File: src/rtl/motor_spi_master.sv
// SPI mode-0 master that sends one two-byte signed-magnitude motor command frame
// (motor1 then motor2) framed by load, and captures the 16 bits the slave returns.
module motor_spi_master #(
    parameter int unsigned CLK_DIV = 4,
    parameter logic [6:0]  MAX_MAG = 7'd100
) (
    input  logic        clk,
    input  logic        reset,
    input  logic        start,
    input  logic [7:0]  motor1,
    input  logic [7:0]  motor2,
    input  logic        miso,
    output logic        sck,
    output logic        mosi,
    output logic        load,
    output logic        busy,
    output logic        done,
    output logic [15:0] rx_data
);

    typedef enum logic [2:0] {
        IDLE  = 3'd0,
        LEAD  = 3'd1,
        HIGH  = 3'd2,
        LOW   = 3'd3,
        TRAIL = 3'd4,
        DONE  = 3'd5
    } state_t;

    localparam logic [7:0] DIV_LAST = 8'(CLK_DIV - 1);

    // Limit the magnitude field while keeping the sign bit untouched.
    function automatic logic [7:0] clamp_byte(input logic [7:0] cmd);
        logic [6:0] mag;
        if (cmd[6:0] > MAX_MAG) begin
            mag = MAX_MAG;
        end else begin
            mag = cmd[6:0];
        end
        return {cmd[7], mag};
    endfunction

    state_t      state_r, state_s;
    logic [7:0]  div_r, div_s;
    logic [3:0]  bit_cnt_r, bit_cnt_s;
    logic [15:0] tx_shift_r, tx_shift_s;
    logic [15:0] rx_shift_r, rx_shift_s;
    logic [15:0] rx_data_r, rx_data_s;
    logic        sck_r, sck_s;
    logic        load_r, load_s;
    logic        busy_r, busy_s;
    logic        done_r, done_s;
    logic [15:0] frame_s;
    logic        phase_end_s;

    assign frame_s     = {clamp_byte(motor1), clamp_byte(motor2)};
    assign phase_end_s = (div_r == DIV_LAST);

    // Next-state and next-output logic for the frame sequencer.
    always_comb begin
        state_s    = state_r;
        div_s      = div_r;
        bit_cnt_s  = bit_cnt_r;
        tx_shift_s = tx_shift_r;
        rx_shift_s = rx_shift_r;
        rx_data_s  = rx_data_r;
        sck_s      = sck_r;
        load_s     = load_r;
        busy_s     = busy_r;
        done_s     = 1'b0;

        case (state_r)
            IDLE: begin
                div_s = 8'd0;
                if (start) begin
                    state_s    = LEAD;
                    tx_shift_s = frame_s;
                    bit_cnt_s  = 4'd0;
                    sck_s      = 1'b0;
                    load_s     = 1'b1;
                    busy_s     = 1'b1;
                end else begin
                    state_s = IDLE;
                end
            end
            LEAD, LOW: begin
                if (phase_end_s) begin
                    state_s    = HIGH;
                    div_s      = 8'd0;
                    sck_s      = 1'b1;
                    rx_shift_s = {rx_shift_r[14:0], miso};
                end else begin
                    div_s = div_r + 8'd1;
                end
            end
            HIGH: begin
                if (phase_end_s) begin
                    div_s = 8'd0;
                    sck_s = 1'b0;
                    if (bit_cnt_r == 4'd15) begin
                        state_s = TRAIL;
                    end else begin
                        // mosi is the MSB of the shifter, so it only moves while sck is low
                        state_s    = LOW;
                        tx_shift_s = {tx_shift_r[14:0], 1'b0};
                        bit_cnt_s  = bit_cnt_r + 4'd1;
                    end
                end else begin
                    div_s = div_r + 8'd1;
                end
            end
            TRAIL: begin
                if (phase_end_s) begin
                    state_s   = DONE;
                    div_s     = 8'd0;
                    load_s    = 1'b0;
                    busy_s    = 1'b0;
                    done_s    = 1'b1;
                    rx_data_s = rx_shift_r;
                end else begin
                    div_s = div_r + 8'd1;
                end
            end
            DONE: begin
                state_s = IDLE;
                div_s   = 8'd0;
            end
            default: begin
                state_s = IDLE;
                div_s   = 8'd0;
                sck_s   = 1'b0;
                load_s  = 1'b0;
                busy_s  = 1'b0;
            end
        endcase
    end

    // State and output registers with synchronous reset.
    always_ff @(posedge clk) begin
        if (reset) begin
            state_r    <= IDLE;
            div_r      <= 8'd0;
            bit_cnt_r  <= 4'd0;
            tx_shift_r <= 16'd0;
            rx_shift_r <= 16'd0;
            rx_data_r  <= 16'd0;
            sck_r      <= 1'b0;
            load_r     <= 1'b0;
            busy_r     <= 1'b0;
            done_r     <= 1'b0;
        end else begin
            state_r    <= state_s;
            div_r      <= div_s;
            bit_cnt_r  <= bit_cnt_s;
            tx_shift_r <= tx_shift_s;
            rx_shift_r <= rx_shift_s;
            rx_data_r  <= rx_data_s;
            sck_r      <= sck_s;
            load_r     <= load_s;
            busy_r     <= busy_s;
            done_r     <= done_s;
        end
    end

    assign sck     = sck_r;
    assign mosi    = tx_shift_r[15];
    assign load    = load_r;
    assign busy    = busy_r;
    assign done    = done_r;
    assign rx_data = rx_data_r;

endmodule

File: config.mk
export PLATFORM = sky130hd
export DESIGN_NAME = motor_spi_master
export DESIGN_NICKNAME = d
export VERILOG_FILES = /design/src/rtl/motor_spi_master.sv
export SDC_FILE = /design/constraint.sdc
export NUM_CORES = 1
export LEC_CHECK = 0
export CAP_MARGIN = 10
export CORE_ASPECT_RATIO = 0.8
export CORE_MARGIN = 2
export CORE_UTILIZATION = 40
export DETAILED_ROUTE_END_ITERATION = 12
export PLACE_DENSITY = 0.61
export SLEW_MARGIN = 20
export SYNTH_ARGS = -nofsm -noshare
export SYNTH_HDL_FRONTEND = slang
export SYNTH_SLANG_ARGS = --single-unit
File: constraint.sdc
create_clock -name clk -period 2.3 [get_ports clk]
set_clock_uncertainty 0.2 [all_clocks]
set_input_delay 0.69 -clock clk [delete_from_list [all_inputs] [get_ports clk]]
set_output_delay 0.69 -clock clk [all_outputs]
set_load 0.01 [all_outputs]
Yosys cells after proc, flatten, opt, wreduce, memory -nomap -nowiden
Cells that the tools add are included.

Output and inout port bits: 21. ROM bits: 0. Memory bits (writable): 0. Flip-flop bits (word level): 66. Memories kept: 0. Latch bits: 0.

Bitwise gates (word level): 4. Multipliers: 0. Reduce and logical (&&, ||, !) cells: 14. Div/mod/pow operators: 0. Multiplexer cells: 23. Shift-type cells: 0. $add $sub $neg: 2. Equality and inequality tests: 12. Magnitude comparators: 2.

Operator list (count): $mux W16 (3); $pmux W16 S2 (1); $gt A7 B7 Y1 const B (2); $mux W7 (2); $mux W3 (4); $mux W4 (3); $pmux W3 S4 (1); $ne A2 B2 Y1 const B (5); $add A8 B1 Y8 const B (1); $eq A8 B2 Y1 const B (1); $pmux W4 S2 (1); $reduce_and A4 Y1 (2); $reduce_or A4 Y1 (2); $eq A3 B2 Y1 const B (2); $eq A3 B3 Y1 const B (2); $mux W1 (6); $reduce_and A3 Y1 (2); $reduce_or A2 Y1 (3); $add A4 B1 Y4 const B (1); $eq A4 B4 Y1 const B (1); $not A1 Y1 (4); $pmux W1 S4 (1); $reduce_and A2 Y1 (2); $eq A3 B1 Y1 const B (1); other kinds (4) (4).

Logic depth before layout (Yosys ltp)
Word-level depth: 4. Gate-level depth with buffers: 7.

Least setup slack after synthesis
Ideal clock, no wire load.

Kind: flip-flop to flip-flop. Start: register div_r[0]. End: register rx_data_r[10], in the netlist rx_data[10]. Path buffers: 2. Path slack: 0.319 ns. Required time: 1.972 ns. Stages on the path, launching flop included: 8. Period minus slack after synthesis: 1.981 ns. Data arrival time: 1.653 ns. Path through: dfxtp_1 -> ha_1 -> nor3b_2 -> nand4_1 -> buf_2 -> buf_6 -> mux2i_1 -> nor2_1.

Cells in the longest elaborated chain, start to end: 2.

RTL lines: from (decl) (line 44) `logic [7:0] div_r, div_s;`; from (signal assigned) (line 153) `div_r <= div_s;`; $eq A8 B2 Y1 (line 57) `assign phase_end_s = (div_r == DIV_LAST);`; $reduce_and A2 Y1 (no line); to (signal assigned) (line 157) `rx_data_r <= rx_data_s;`; to (decl) (line 48) `logic [15:0] rx_data_r, rx_data_s;`.

No other way between the ends. A chain may end at the register's enable or synchronous reset.

Worst setup path in the final report
Start: input start. End: register tx_shift_r[6].

Cells in the longest elaborated chain, start to end: 2.

RTL lines: from (decl) (line 9) `input logic start,`; $ne A2 B2 Y1 (no line); $reduce_and A4 Y1 (no line); to (signal assigned) (line 155) `tx_shift_r <= tx_shift_s;`; to (decl) (line 46) `logic [15:0] tx_shift_r, tx_shift_s;`.

No other way between the ends.

==> results.md <==
Timing:
- The worst path meets setup with 0.0867 ns of slack.
- The max-slew violation count was 0.
- Setup total negative slack on the finished layout was measured at 0 ns.
- The total of endpoints with negative setup slack in the final report is 0.
- The fmax is 0.452 GHz.
- In this run the tightest slew margin relative to its limit is 0.645.
- The actual slew at the worst max-slew pin is 0.528 ns.
- Dividing the final minimum period by the clock period gives 0.962.
- Setup repair after global routing left no endpoint under its margin.
- The final period demand of the worst path is 2.21 ns.
- The number of hold violations in the final report came to 0.

Cells and area:
- The area growth from synthesis to layout is 27.4%.
- After the flow finishes, the layout carries non-filler instances totaling 459.
- The fill cell total of the finished layout is 678.
- The share of post-route cells with drive strength above 1 is 0.113.
- At the end of the flow, the number of nets in the layout was 389.
- The diode insertion count for antenna repair is 0.

GRT:
- Entering global routing, the biggest net connects 30 pins.
- The via count of the first global-routing pass is 2124.
- For this run, the total global-route usage over all layers was measured as 0.157.
- The number of antenna violations at the first check in global routing is 0.
- The first global-routing pass estimated 9.78 mm of wire.
- The overall overflow remaining after global route is 0.

Placed design:
- Including well taps, the total number of placed cells is 443.
- Prior to clock tree synthesis, the placed netlist has a worst setup slack of -0.164 ns.
- The HPWL after detailed placement is 3.91 mm.
- The congestion estimate from routability-driven global placement came to 0.816.
- Buffers placed on the I/O ports in this run total 40.

Clock network:
- Clock tree synthesis inserted a total of 9 buffers.
- The clock-pin slew of the registers on the worst-case setup and hold paths is 0.08 ns.
- The later-pin clock latency in the skew report is 0.34 ns.
- Once the clock tree was built, the resizer swapped 0 gates to a different size.
- In this run the number of H-tree levels came out at 3.
- No sink is reached through more buffers than the 2 on the longest clock path.
- The clock tree from TritonCTS is built.
- For this design, the CTS-stage hold fixing added 0 buffers.
- The tree built by TritonCTS fans out to 66 sinks.
- The tree is rooted in a clkbuf_8.
- In this run the post-CTS setup repair buffer count came out at 0.

Critical path:
- The endpoint kind of the worst setup timing path is a flip-flop.
- The worst register-to-register path begins at div_r[0].
- The critical path class is primary input to flip-flop.
- Along the worst path, the maximum fanout reaches 29.
- STA puts the critical path data required time at 2.33 ns.
- The minimum setup slack among reg-to-reg paths is 0.17 ns.
- The worst register-to-register path ends at tx_shift_r[6].
- The worst setup path is launched from a primary input.
- The path depth of the worst reg2reg path is 7.
- The data arrival time at the worst-slack endpoint is 2.24 ns.

Die:
- The die is 79.1 um tall.
- The effective utilization at floorplan is 0.411.
- The count of boundary I/O pins is 41.
- The die boundary width is 97.9 um.
- The core area is 6860 um2.
- The die covers 7740 um2.
- The total number of placement rows is 27.

Drt:
- The length of routed wiring on met1 is 2.96 mm.
- The routed design uses 2.49 mm of met2 wire.
- The via-per-instance ratio is 5.23.
- The iteration count of the initial detailed-routing pass is 4.
- Summed over all layers, the routed wires come to 5.78 mm.
- Summing over every cut layer, the via total after detailed routing is 2402.
- The highest routing layer actually used is met4.
- After detailed routing, the met3 layer carries 263 um of wire.
- After detailed routing, the number of remaining DRC violations is 0.
- The number of nets still failing antenna checks after routing is 0.
- The count of routing violations after the opening detailed-route iteration is 78.
- The wire length per cell after detailed routing is 12.6 um.

Synthesis:
- In this run, distinct cell masters in the synthesized netlist total 40.
- Counting flops and latches in the post-synthesis netlist gives 66.
- The mean area per synthesized cell is 8.65 um2.
- The total standard cell area after synthesis is 2820 um2.
- Sorting the synthesized cells by area gives the leading types as dfxtp_1, nand3_1, nor2_1.
- The area share of the largest cell type after synthesis is 0.469.
- The net count of the mapped netlist is 348.
- After technology mapping, the gate count stands at 326.
- Summed over all instances, the cell type with the most area after synthesis is dfxtp_1.
- The sequential fraction of the synthesis area is 0.469.
- During synthesis, Yosys emitted a total of 0 warnings.

Worst hold path:
- In this run the most critical hold path is launched from rx_shift_r[15].
- The worst hold path depth is 2.
- The min-delay analysis places its worst path in the category flip-flop to flip-flop.
- The end of the worst hold path is rx_shift_r[15].

Power:
- Across the VDD grid, the largest voltage drop is 0.377 mV.
- The power density normalized to cell area is 735 nW/um2.
- The post-layout total power is 2640 uW.
- The leakage power figure is 0.00143 uW.

Run status:
- The run finished with clean final reports.

Flow run:
- The tool flagged a number of max-cap violations equal to 0.
## cells in the mapped netlist
master / instances
a41oi_2: 1
a21o_1: 2
nor2b_1: 1
a211o_1: 2
nand2b_1: 4
a2111oi_0: 2
a211oi_2: 1
inv_1: 4
nor4b_2: 1
and3_1: 6
buf_2: 8
o211ai_1: 4
a21oi_1: 26
buf_4: 4
a31oi_1: 1
o2bb2ai_1: 1
mux2i_1: 16
ha_1: 2
nor4_1: 2
a211oi_1: 1
a41o_1: 1
clkbuf_1: 13
or3_1: 3
nand2_1: 43
or3b_2: 1
nor2_1: 44
dfxtp_1: 66
nor3b_2: 2
nand2_2: 1
o31ai_1: 1
nand3_1: 34
nand4_1: 2
a311oi_1: 13
o221a_2: 1
xnor2_1: 2
buf_6: 1
xor2_1: 5
o21ai_0: 2
and2_1: 1
nor4_4: 1
## placed cells by master, fill, tap and decap left out, types with 3 or more instances in the layout
master	count
clkdlybuf4s50_1	39
or3_1	3
buf_4	15
dfxtp_1	66
a21oi_1	26
nand3_1	34
a311oi_1	13
nand2b_1	4
o211ai_1	4
nand2_1	43
clkbuf_8	9
xor2_1	5
mux2i_1	16
inv_1	4
nor2_1	44
bufinv_16	4
and3_1	6
## state kept, by name, summed over array words and instances (netlist names)
name	cells
bit_cnt_r	4
busy	1
div_r	8
done	1
rx_data	16
rx_shift_r	16
sck	1
state_r	3
tx_shift_r	16
## metal layers
metal,vias to the layer above,global-route usage
met2,57,0.234
met3,7,0.0537
met4,0,0.0528
li1,1225,-
met1,1113,0.212
met5,-,0
## critical path, cell delays in order
cell and delay, ns:
clkdlybuf4s50_1 0.53, nor4b_2 0.28, a41o_1 0.20, buf_12 0.18
nor2_1 0.05, a311oi_1 0.29
## worst max-delay path by stage
stage	from	to	slack, ns	depth (start not counted)
finish	start	tx_shift_r[6]	0.09	6
floorplan	div_r[0]	rx_data[10]	0.32	7
global placement	start	tx_shift_r[13]	-0.12	6
detailed placement	start	tx_shift_r[6]	-0.16	6
CTS	start	bit_cnt_r[0]	0.14	6
global route	start	tx_shift_r[9]	0.07	6
## logic make-up (layout without fill, tap and decap cells)
kind of cell    Yosys count  count (layout)  share of synthesized area
compound gates           59              59                      0.147
buf+inv                  30              76                     0.0515
simple gates            146             146                      0.245
fa+ha+maj                 2               2                    0.00888
flops                    66              66                      0.469
xor+xnor                  7               7                     0.0217
mux                      16              16                     0.0568
## where the power goes
part	internal [uW]	switching, uW
combinational	85.9	87.1
sequential	1170	19.9
clock	829	445
## through the flow
stage | area (um2) | utilization | hold WS (ns)
2_1_floorplan | 2820 | - | 0.232
3_3_place_gp | 3330 | 0.485 | 0.244
3_5_place_dp | 3330 | 0.485 | 0.247
4_1_cts | 3590 | 0.524 | 0.257
5_1_grt | 3590 | 0.524 | 0.273
6_report | 3590 | 0.524 | 0.259
## final cells by class
type	instances	area [um2]	share of cell area
multi-input cells	230	1350	0.377
flip-flops and latches	66	1320	0.368
repair buffers	56	528	0.147
clock inverters	7	141	0.0394
clock buffers	9	124	0.0345
well taps	87	109	0.0303
inverters	4	15.0	0.00418
(Power assumes the default switching activity.)
